<file path="config.mk">
export PLATFORM = sky130hd
export DESIGN_NAME = fp_result_collector
export DESIGN_NICKNAME = d
export VERILOG_FILES = /design/src/rtl/fp_result_collector.sv
export SDC_FILE = /design/constraint.sdc
export NUM_CORES = 1
export LEC_CHECK = 0
export ABC_AREA = 1
export ABC_CLOCK_PERIOD_IN_PS = 3450
export CELL_PAD_IN_SITES_DETAIL_PLACEMENT = 0
export CELL_PAD_IN_SITES_GLOBAL_PLACEMENT = 1
export CORE_AREA = 8 8 226 228
export DETAILED_ROUTE_END_ITERATION = 6
export DIE_AREA = 0 0 234 236
export PLACE_DENSITY_LB_ADDON = 0.1
export SYNTH_ARGS = -nofsm -noshare
export SYNTH_HDL_FRONTEND = slang
export SYNTH_SLANG_ARGS = --single-unit
</file>
<file path="constraint.sdc">
create_clock -name clk -period 3.45 [get_ports clk]
set_input_delay 0.69 -clock clk [delete_from_list [all_inputs] [get_ports clk]]
set_output_delay 0.69 -clock clk [all_outputs]
set_load 0.01 [all_outputs]
</file>
<file path="src/rtl/fp_result_collector.sv">
// Result sink for the FP adder/multiplier stream: first-word-fall-through FIFO
// with per-word frame-end tagging, a frame-done pulse and sticky error flags.
module fp_result_collector #(
    parameter int unsigned DATA_WIDTH = 32,
    parameter int unsigned DEPTH      = 16,
    parameter int unsigned ADDR_WIDTH = 4,
    parameter int unsigned FRAME_LEN  = 18
) (
    input  logic                  clk,
    input  logic                  reset,
    input  logic                  valid_in,
    input  logic [DATA_WIDTH-1:0] data_in,
    input  logic                  out_ready,
    output logic                  out_valid,
    output logic [DATA_WIDTH-1:0] data_out,
    output logic                  out_last,
    output logic                  frame_done,
    output logic [ADDR_WIDTH:0]   count,
    output logic                  full,
    output logic                  empty,
    output logic                  overflow,
    output logic                  nan_seen
);

    localparam int unsigned AW    = ADDR_WIDTH;
    localparam int unsigned CW    = ADDR_WIDTH + 1;
    localparam int unsigned EW    = DATA_WIDTH + 1;
    localparam int unsigned FCW   = 16;
    localparam int unsigned EXP_W = 8;
    localparam int unsigned MAN_W = 23;

    logic [EW-1:0]  mem_q [DEPTH];
    logic [AW-1:0]  wr_ptr_q, wr_ptr_d;
    logic [AW-1:0]  rd_ptr_q, rd_ptr_d;
    logic [CW-1:0]  count_q, count_d;
    logic [FCW-1:0] frame_cnt_q, frame_cnt_d;
    logic           frame_done_q, frame_done_d;
    logic           overflow_q, overflow_d;
    logic           nan_seen_q, nan_seen_d;

    logic           empty_c;
    logic           full_c;
    logic           rd_fire_c;
    logic           wr_fire_c;
    logic           beat_last_c;
    logic           is_nan_c;
    logic [EW-1:0]  head_c;

    assign empty_c     = (count_q == CW'(0));
    assign full_c      = (count_q == CW'(DEPTH));
    assign rd_fire_c   = !empty_c && out_ready;
    // A full FIFO still accepts a beat when the head leaves in the same cycle.
    assign wr_fire_c   = valid_in && (!full_c || rd_fire_c);
    assign beat_last_c = (frame_cnt_q == FCW'(FRAME_LEN - 1));
    assign is_nan_c    = (data_in[MAN_W +: EXP_W] == {EXP_W{1'b1}}) &&
                         (data_in[MAN_W-1:0] != {MAN_W{1'b0}});
    assign head_c      = mem_q[rd_ptr_q];

    always_comb begin
        wr_ptr_d     = wr_ptr_q;
        rd_ptr_d     = rd_ptr_q;
        count_d      = count_q;
        frame_cnt_d  = frame_cnt_q;
        frame_done_d = 1'b0;
        overflow_d   = overflow_q;
        nan_seen_d   = nan_seen_q;

        if (wr_fire_c) begin
            wr_ptr_d = wr_ptr_q + AW'(1);
        end
        if (rd_fire_c) begin
            rd_ptr_d     = rd_ptr_q + AW'(1);
            frame_done_d = head_c[DATA_WIDTH];
        end

        case ({wr_fire_c, rd_fire_c})
            2'b10:   count_d = count_q + CW'(1);
            2'b01:   count_d = count_q - CW'(1);
            default: count_d = count_q;
        endcase

        // Every beat advances the frame position, even ones that get dropped.
        if (valid_in) begin
            frame_cnt_d = beat_last_c ? FCW'(0) : frame_cnt_q + FCW'(1);
            if (!wr_fire_c) begin
                overflow_d = 1'b1;
            end
        end
        if (wr_fire_c && is_nan_c) begin
            nan_seen_d = 1'b1;
        end
    end

    always_ff @(posedge clk) begin
        if (reset) begin
            wr_ptr_q     <= '0;
            rd_ptr_q     <= '0;
            count_q      <= '0;
            frame_cnt_q  <= '0;
            frame_done_q <= 1'b0;
            overflow_q   <= 1'b0;
            nan_seen_q   <= 1'b0;
        end else begin
            wr_ptr_q     <= wr_ptr_d;
            rd_ptr_q     <= rd_ptr_d;
            count_q      <= count_d;
            frame_cnt_q  <= frame_cnt_d;
            frame_done_q <= frame_done_d;
            overflow_q   <= overflow_d;
            nan_seen_q   <= nan_seen_d;
        end
    end

    // Storage is not reset; entries are only visible once count covers them.
    always_ff @(posedge clk) begin
        if (!reset && wr_fire_c) begin
            mem_q[wr_ptr_q] <= {beat_last_c, data_in};
        end
    end

    assign out_valid  = !empty_c;
    assign data_out   = head_c[DATA_WIDTH-1:0];
    assign out_last   = head_c[DATA_WIDTH];
    assign frame_done = frame_done_q;
    assign count      = count_q;
    assign full       = full_c;
    assign empty      = empty_c;
    assign overflow   = overflow_q;
    assign nan_seen   = nan_seen_q;

endmodule

</file>
==> results of run 1 <==
## cell usage after synthesis (15+ instances only)
master	instances
dfxtp_1	36
a21oi_1	149
clkbuf_1	53
o21ai_0	143
edfxtp_1	528
nand3_1	225
nand2_1	230
nor2_1	74
inv_1	304
buf_2	15
buf_4	19
o211ai_1	132
## metal layers
layer	up-vias	part of all wire, %	GRT usage, %
li1	7159	-	-
met1	7250	45	27.2
met2	335	49	32.2
met3	65	5.1	3.35
met4	0	1.6	4.33
met5	-	0	0
## cells by family (layout without fill, tap and decap cells)
family / Yosys count / after routing / share of synthesized area [%]
xor gates and xnor gates: 4 / 4 / 0.150
AOI/OAI and AO/OA: 430 / 430 / 10.7
and+or+nand+nor: 547 / 547 / 10.1
adders and majority gates: 11 / 11 / 0.621
DFF: 564 / 564 / 70.9
buffers and inverters: 416 / 575 / 7.49
## critical path: stages, from the launching register on
cell	delay [ns]
dfxtp_4	0.34
inv_2	0.40
buf_4	0.38
nand3_1	0.18
nand3_1	0.12
nand2_1	0.09
clkdlybuf4s50_1	0.49
## worst paths after layout
kind,end,slack (ns),cells past startpoint
hold reg to reg,overflow,0.46,2
hold / removal,overflow,0.46,2
setup / recovery,data_out[23],0.14,6
setup reg to reg,count[4],1.17,15
## final cells by class
type | count | share of cell area [%]
inverter | 305 | 4.20
tap | 615 | 2.82
sequential | 564 | 60.9
multi-input combinational | 992 | 19.0
clock buffer | 72 | 5.75
clock inverter | 34 | 0.900
timing repair buffer | 164 | 6.50
## metrics by stage
step | cells | utilization, % | power, W | worst slack [ns] | hold slack, ns
4_1_cts | 2735 | 57.1 | 0.0173 | 0.00517 | 0.474
3_5_place_dp | 2629 | 53.2 | 0.0113 | 0.651 | 0.462
5_1_grt | 2746 | 57.6 | 0.0181 | 0.00577 | 0.515
2_1_floorplan | 1972 | - | 0.0101 | 0.598 | 0.447
3_3_place_gp | 2629 | 53.2 | 0.0113 | 0.539 | 0.463
6_report | 2746 | 57.6 | 0.0174 | 0.139 | 0.464
## what timing repair did
| action | CTS | global route |
|---|---|---|
| endpoints found under the setup margin | 2 | 29 |
| gates resized for setup | 1 | 6 |
| setup buffers | 0 | 6 |
| gates cloned | 0 | 5 |
## flip-flops by register name (all words and copies together) (netlist names), named ones only
register / count
wr_ptr_q: 4
count: 5
frame_cnt_q: 16
overflow: 1
frame_done: 1
nan_seen: 1
rd_ptr_q: 4
mem_q: 528
## power groups by stage
| stage | Sequential (W) | Clock [W] | Combinational [W] |
|---|---|---|---|
| floorplan | 0.00779 | 0 | 0.00228 |
| CTS | 0.00768 | 0.00612 | 0.00348 |
| global route | 0.00768 | 0.00636 | 0.00410 |
| global placement | 0.00782 | 0 | 0.00344 |
| detailed placement | 0.00783 | 0 | 0.00346 |
| finish | 0.00767 | 0.00601 | 0.00370 |
==> impl_metrics.toml, run 1 <==
[pwr]
vdd_drop_max_mv = 0.360
power_leakage_nw = 9.76
p_int_w = 0.0126
power_switching_share_pct = 27.8
switchingPower_w = 0.00482
seqPwrFrac_pct = 44.1
p_clk_share_pct = 34.6
pwr-share-comb_pct = 21.3
power_density_nw_per_um2 = 638

[drt]
wl_per_cell_um = 20.5
ant_nets = 0
drtPass1Iterations = 5
first_iter_violations = 1196
routed_via_density = 5.39
vias = 14809
routed_wl_um = 56200
drc_errors = 0

[sta]
slew-limit-headroom_pct = 32.7
drv_slew = 0
min_period_over_period_pct = 96.0
rsz0062_at_grt = "false"
min_period_ns = 3.31
worstMarginPinSlew_ns = 1.01
skew_ns = 0.00996
tns_ns = 0
timing.fmax_ghz = 0.302
final-setup-viol-count = 0
hold_viol = 0

[yosys]
synth_edf_count = 528
yosys-top-cells-area = "edfxtp_1, inv_1, nand3_1"
synthesis.area_um2 = 23400
ys_seq_area_share_pct = 70.9
ys_ff_latch = 564
yosysTopAreaCellShare_pct = 67.8
synth_area_per_cell_um2 = 11.9
netlist_instances = 1972
async_flop_share_pct = 0
synth_nets = 2019
ys_warn_count = 0
synth_cell_types = 29
ys.flop_type = "edfxtp_1"
synth_top_cell_by_area = "edfxtp_1"

[cts]
hold_buffers = 0
path_clk_slew_ns = 0.06
cts.path.max_buffers = 3
clock_latency_ns = 0.60
cts_tree = "yes"
clock_sinks = 564
ctsRootBufferMaster = "clkbuf_16"
ctsHtreeMaxLevel = 2
numCtsBuffers = 59

[hold_path]
min-delay-start = "overflow"
min_path_type = "register to register"

[cells_and_area]
drive_gt1_share_pct = 8.59
finalInstanceArea_um2 = 27300
regArea_um2 = 16600
mostFrequentLayoutCell = "edfxtp_1"
nFillCells = 3986
multi_input_area_um2 = 5170
nets = 2133
most-common-layout-cells = "edfxtp_1, inv_1, nand2_1"
diodes = 0
syn_to_final_growth_pct = 16.6

[setup_path]
critPathArrivalTime_ns = 2.62
cp-start-kind = "register"
critPathCaptureType = "output pin"
crit_path_max_fanout = 20
required_ns = 2.76
worst-setup-path-type = "register to output pin"
r2r-start = "count[0]"

[floorplan]
ioPinCount = 80
dieHeight_um = 236
rows = 80
design.core.area_um2 = 47300
fp.dieW_um = 234
start_util_pct = 49.4
die_area_um2 = 55200

[global_route]
grt_pass1_vias = 14170
grt_max_degree = 153
grt_pass1_wl_um = 83700
grt_overflow_total = 0
grt.total_usage_pct = 19.6
antenna_found_initial = 1

[placed_design]
dpl.hpwl_um = 30500
numPortBuffers = 79
globalplace.congestion = 0.823
placed_area_um2 = 25200

[flow_run]
drv_cap = 0

[run_status]
status = "completed"
No activity file was read; power rests on OpenSTA's default activity.
==> run 2: changes to the inputs <==
--- a/config.mk
+++ b/config.mk
@@ -6,13 +6,14 @@
 export NUM_CORES = 1
 export LEC_CHECK = 0
 export ABC_AREA = 1
-export ABC_CLOCK_PERIOD_IN_PS = 3450
+export ABC_CLOCK_PERIOD_IN_PS = 4200
 export CELL_PAD_IN_SITES_DETAIL_PLACEMENT = 0
 export CELL_PAD_IN_SITES_GLOBAL_PLACEMENT = 1
-export CORE_AREA = 8 8 226 228
+export CORE_AREA = 8 8 218 220
 export DETAILED_ROUTE_END_ITERATION = 6
-export DIE_AREA = 0 0 234 236
+export DIE_AREA = 0 0 226 228
 export PLACE_DENSITY_LB_ADDON = 0.1
+export RECOVER_POWER = 50
 export SYNTH_ARGS = -nofsm -noshare
 export SYNTH_HDL_FRONTEND = slang
 export SYNTH_SLANG_ARGS = --single-unit
==> constraint.sdc (replaced) <==
create_clock -name clk -period 4.2 [get_ports clk]
set_input_delay 0.84 -clock clk [delete_from_list [all_inputs] [get_ports clk]]
set_output_delay 0.84 -clock clk [all_outputs]
set_load 0.01 [all_outputs]
==> impl_metrics.toml, run 2 (synthesis results as in run 1) <==
[run_status]
status = "completed"

[cells_and_area]
drive_gt1_share_pct = 6.63
diodes = 0
syn_to_final_growth_pct = 14.8
most-common-layout-cells = "edfxtp_1, inv_1, nand2_1"
fin_util_pct = 61.2
nFillCells = 3486
largest_register_ffs = 528
mostFrequentLayoutCell = "edfxtp_1"
regMostFlops = "mem_q"
nets = 2111
finalInstanceArea_um2 = 26800

[cts]
clock_latency_ns = 0.63
ctsRootBufferMaster = "clkbuf_16"
clock_sinks = 564
cts_resized = 0
cts.path.max_buffers = 3
cts_tree = "yes"
hold_buffers = 0
post-cts-setup-buffer-count = 0
ctsHtreeMaxLevel = 2
numCtsBuffers = 58
path_clk_slew_ns = 0.06

[setup_path]
cp-start-kind = "register"
crit_path_max_fanout = 50
required_ns = 3.36
critPathCaptureType = "output pin"
r2r-end = "mem_q[14][31]"
reg2regPathDepth = 7
r2r-start = "count[0]"
worst-setup-path-type = "register to output pin"
r2r_setup_slack_ns = 1.56
critPathArrivalTime_ns = 2.91

[drt]
drc_errors = 0
routed_via_density = 5.38
drtPass1Iterations = 6
vias = 14560
first_iter_violations = 1286
ant_nets = 0
routed_wl_um = 52000
wl_per_cell_um = 19.2

[sta]
worstMarginPinSlew_ns = 0.936
slew-limit-headroom_pct = 37.5
tns_ns = 0
timing.fmax_ghz = 0.266
drv_slew = 0
min_period_over_period_pct = 89.4
final-setup-viol-count = 0
skew_ns = 0.0286
hold_viol = 0
min_period_ns = 3.75
holdWs_ns = 0.482
rsz0062_at_grt = "false"

[floorplan]
die_area_um2 = 51500
start_util_pct = 53.3
fp.dieW_um = 226
rows = 77
dieHeight_um = 228
design.core.area_um2 = 43800
ioPinCount = 80

[hold_path]
hold_end = "nan_seen"
min_path_type = "register to register"
whs_path_depth = 2
min-delay-start = "nan_seen"

[flow_run]
drv_cap = 0

[global_route]
grt_overflow_total = 0
grt_max_degree = 111
grt_pass1_vias = 14179
antenna_found_initial = 0
grt.total_usage_pct = 20.4
grt_pass1_wl_um = 82100

[pwr]
power_density_nw_per_um2 = 521
power_leakage_nw = 9.53
vdd_drop_max_mv = 0.390

[placed_design]
numPortBuffers = 79
dpl.hpwl_um = 29800
placed_area_um2 = 25100
globalplace.congestion = 0.807
run 2: cell count changes in the layout (fill, tap and decap cells not counted), moves of 2 or more:
cell / change
clkinv_8: +2
buf_4: -37
clkbuf_16: -8
clkinvlp_4: +2
clkinv_1: -11
buf_12: +4
buf_16: -6
clkdlybuf4s50_1: -40
clkbuf_8: +2
dlygate4sd3_1: +40
clkinv_2: +2
clkbuf_1: +33
run 2: layout make-up:
| class | instances | area [µm²] | share of cell area [%] |
|---|---|---|---|
| Timing Repair Buffer | 143 | 1350 | 5.04 |
| Sequential cell | 564 | 16600 | 61.8 |
| Tap cell | 592 | 741 | 2.76 |
| Clock inverter | 29 | 283 | 1.05 |
| Multi-Input combinational cell | 992 | 5160 | 19.2 |
| Clock buffer | 80 | 1560 | 5.83 |
| Inverter | 305 | 1140 | 4.27 |
run 2: stage by stage:
stage / setup slack (ns) / instances / power (W)
global placement: 0.820 / 2596 / 0.00918
global route: 0.236 / 2705 / 0.0147
floorplan: 1.20 / 1972 / 0.00827
CTS: 0.366 / 2705 / 0.0142
detailed placement: 0.777 / 2596 / 0.00921
finish: 0.446 / 2705 / 0.0140
run 2: worst max path at each step:
| stage | to | cells after the start | start | slack, ns |
|---|---|---|---|---|
| global route | data_out[12] | 6 | register | 0.24 |
| floorplan | mem_q[11][0] | 4 | out_ready | 1.20 |
| finish | data_out[3] | 6 | register | 0.45 |
| CTS | data_out[3] | 6 | register | 0.37 |
| global placement | mem_q[15][2] | 6 | valid_in | 0.82 |
| detailed placement | mem_q[15][21] | 6 | valid_in | 0.78 |
run 2: power breakdown:
part	leakage (nW)	internal [W]	total, W	switching, W
Clock	0.891	0.00285	0.00495	0.00210
Sequential	5.05	0.00623	0.00635	0.000123
Combinational	3.59	0.00105	0.00268	0.00163
Total	9.53	0.0101	0.0140	0.00386
run 2: metal layers:
metal | global-route usage, % | vias to the layer above | wire length, µm
li1 | - | 7133 | -
met1 | 28.3 | 6999 | 22900
met2 | 33.5 | 373 | 25400
met3 | 3.08 | 55 | 2870
met4 | 4.98 | 0 | 899
met5 | 0 | - | 0
run 2: critical path, stage by stage, from the launching register on:
cell and delay [ns]:
dfxtp_4 0.67, inv_2 0.33, buf_12 0.30, nand3_1 0.11
nand3_1 0.09, nand2_1 0.20, clkdlybuf4s50_1 0.58
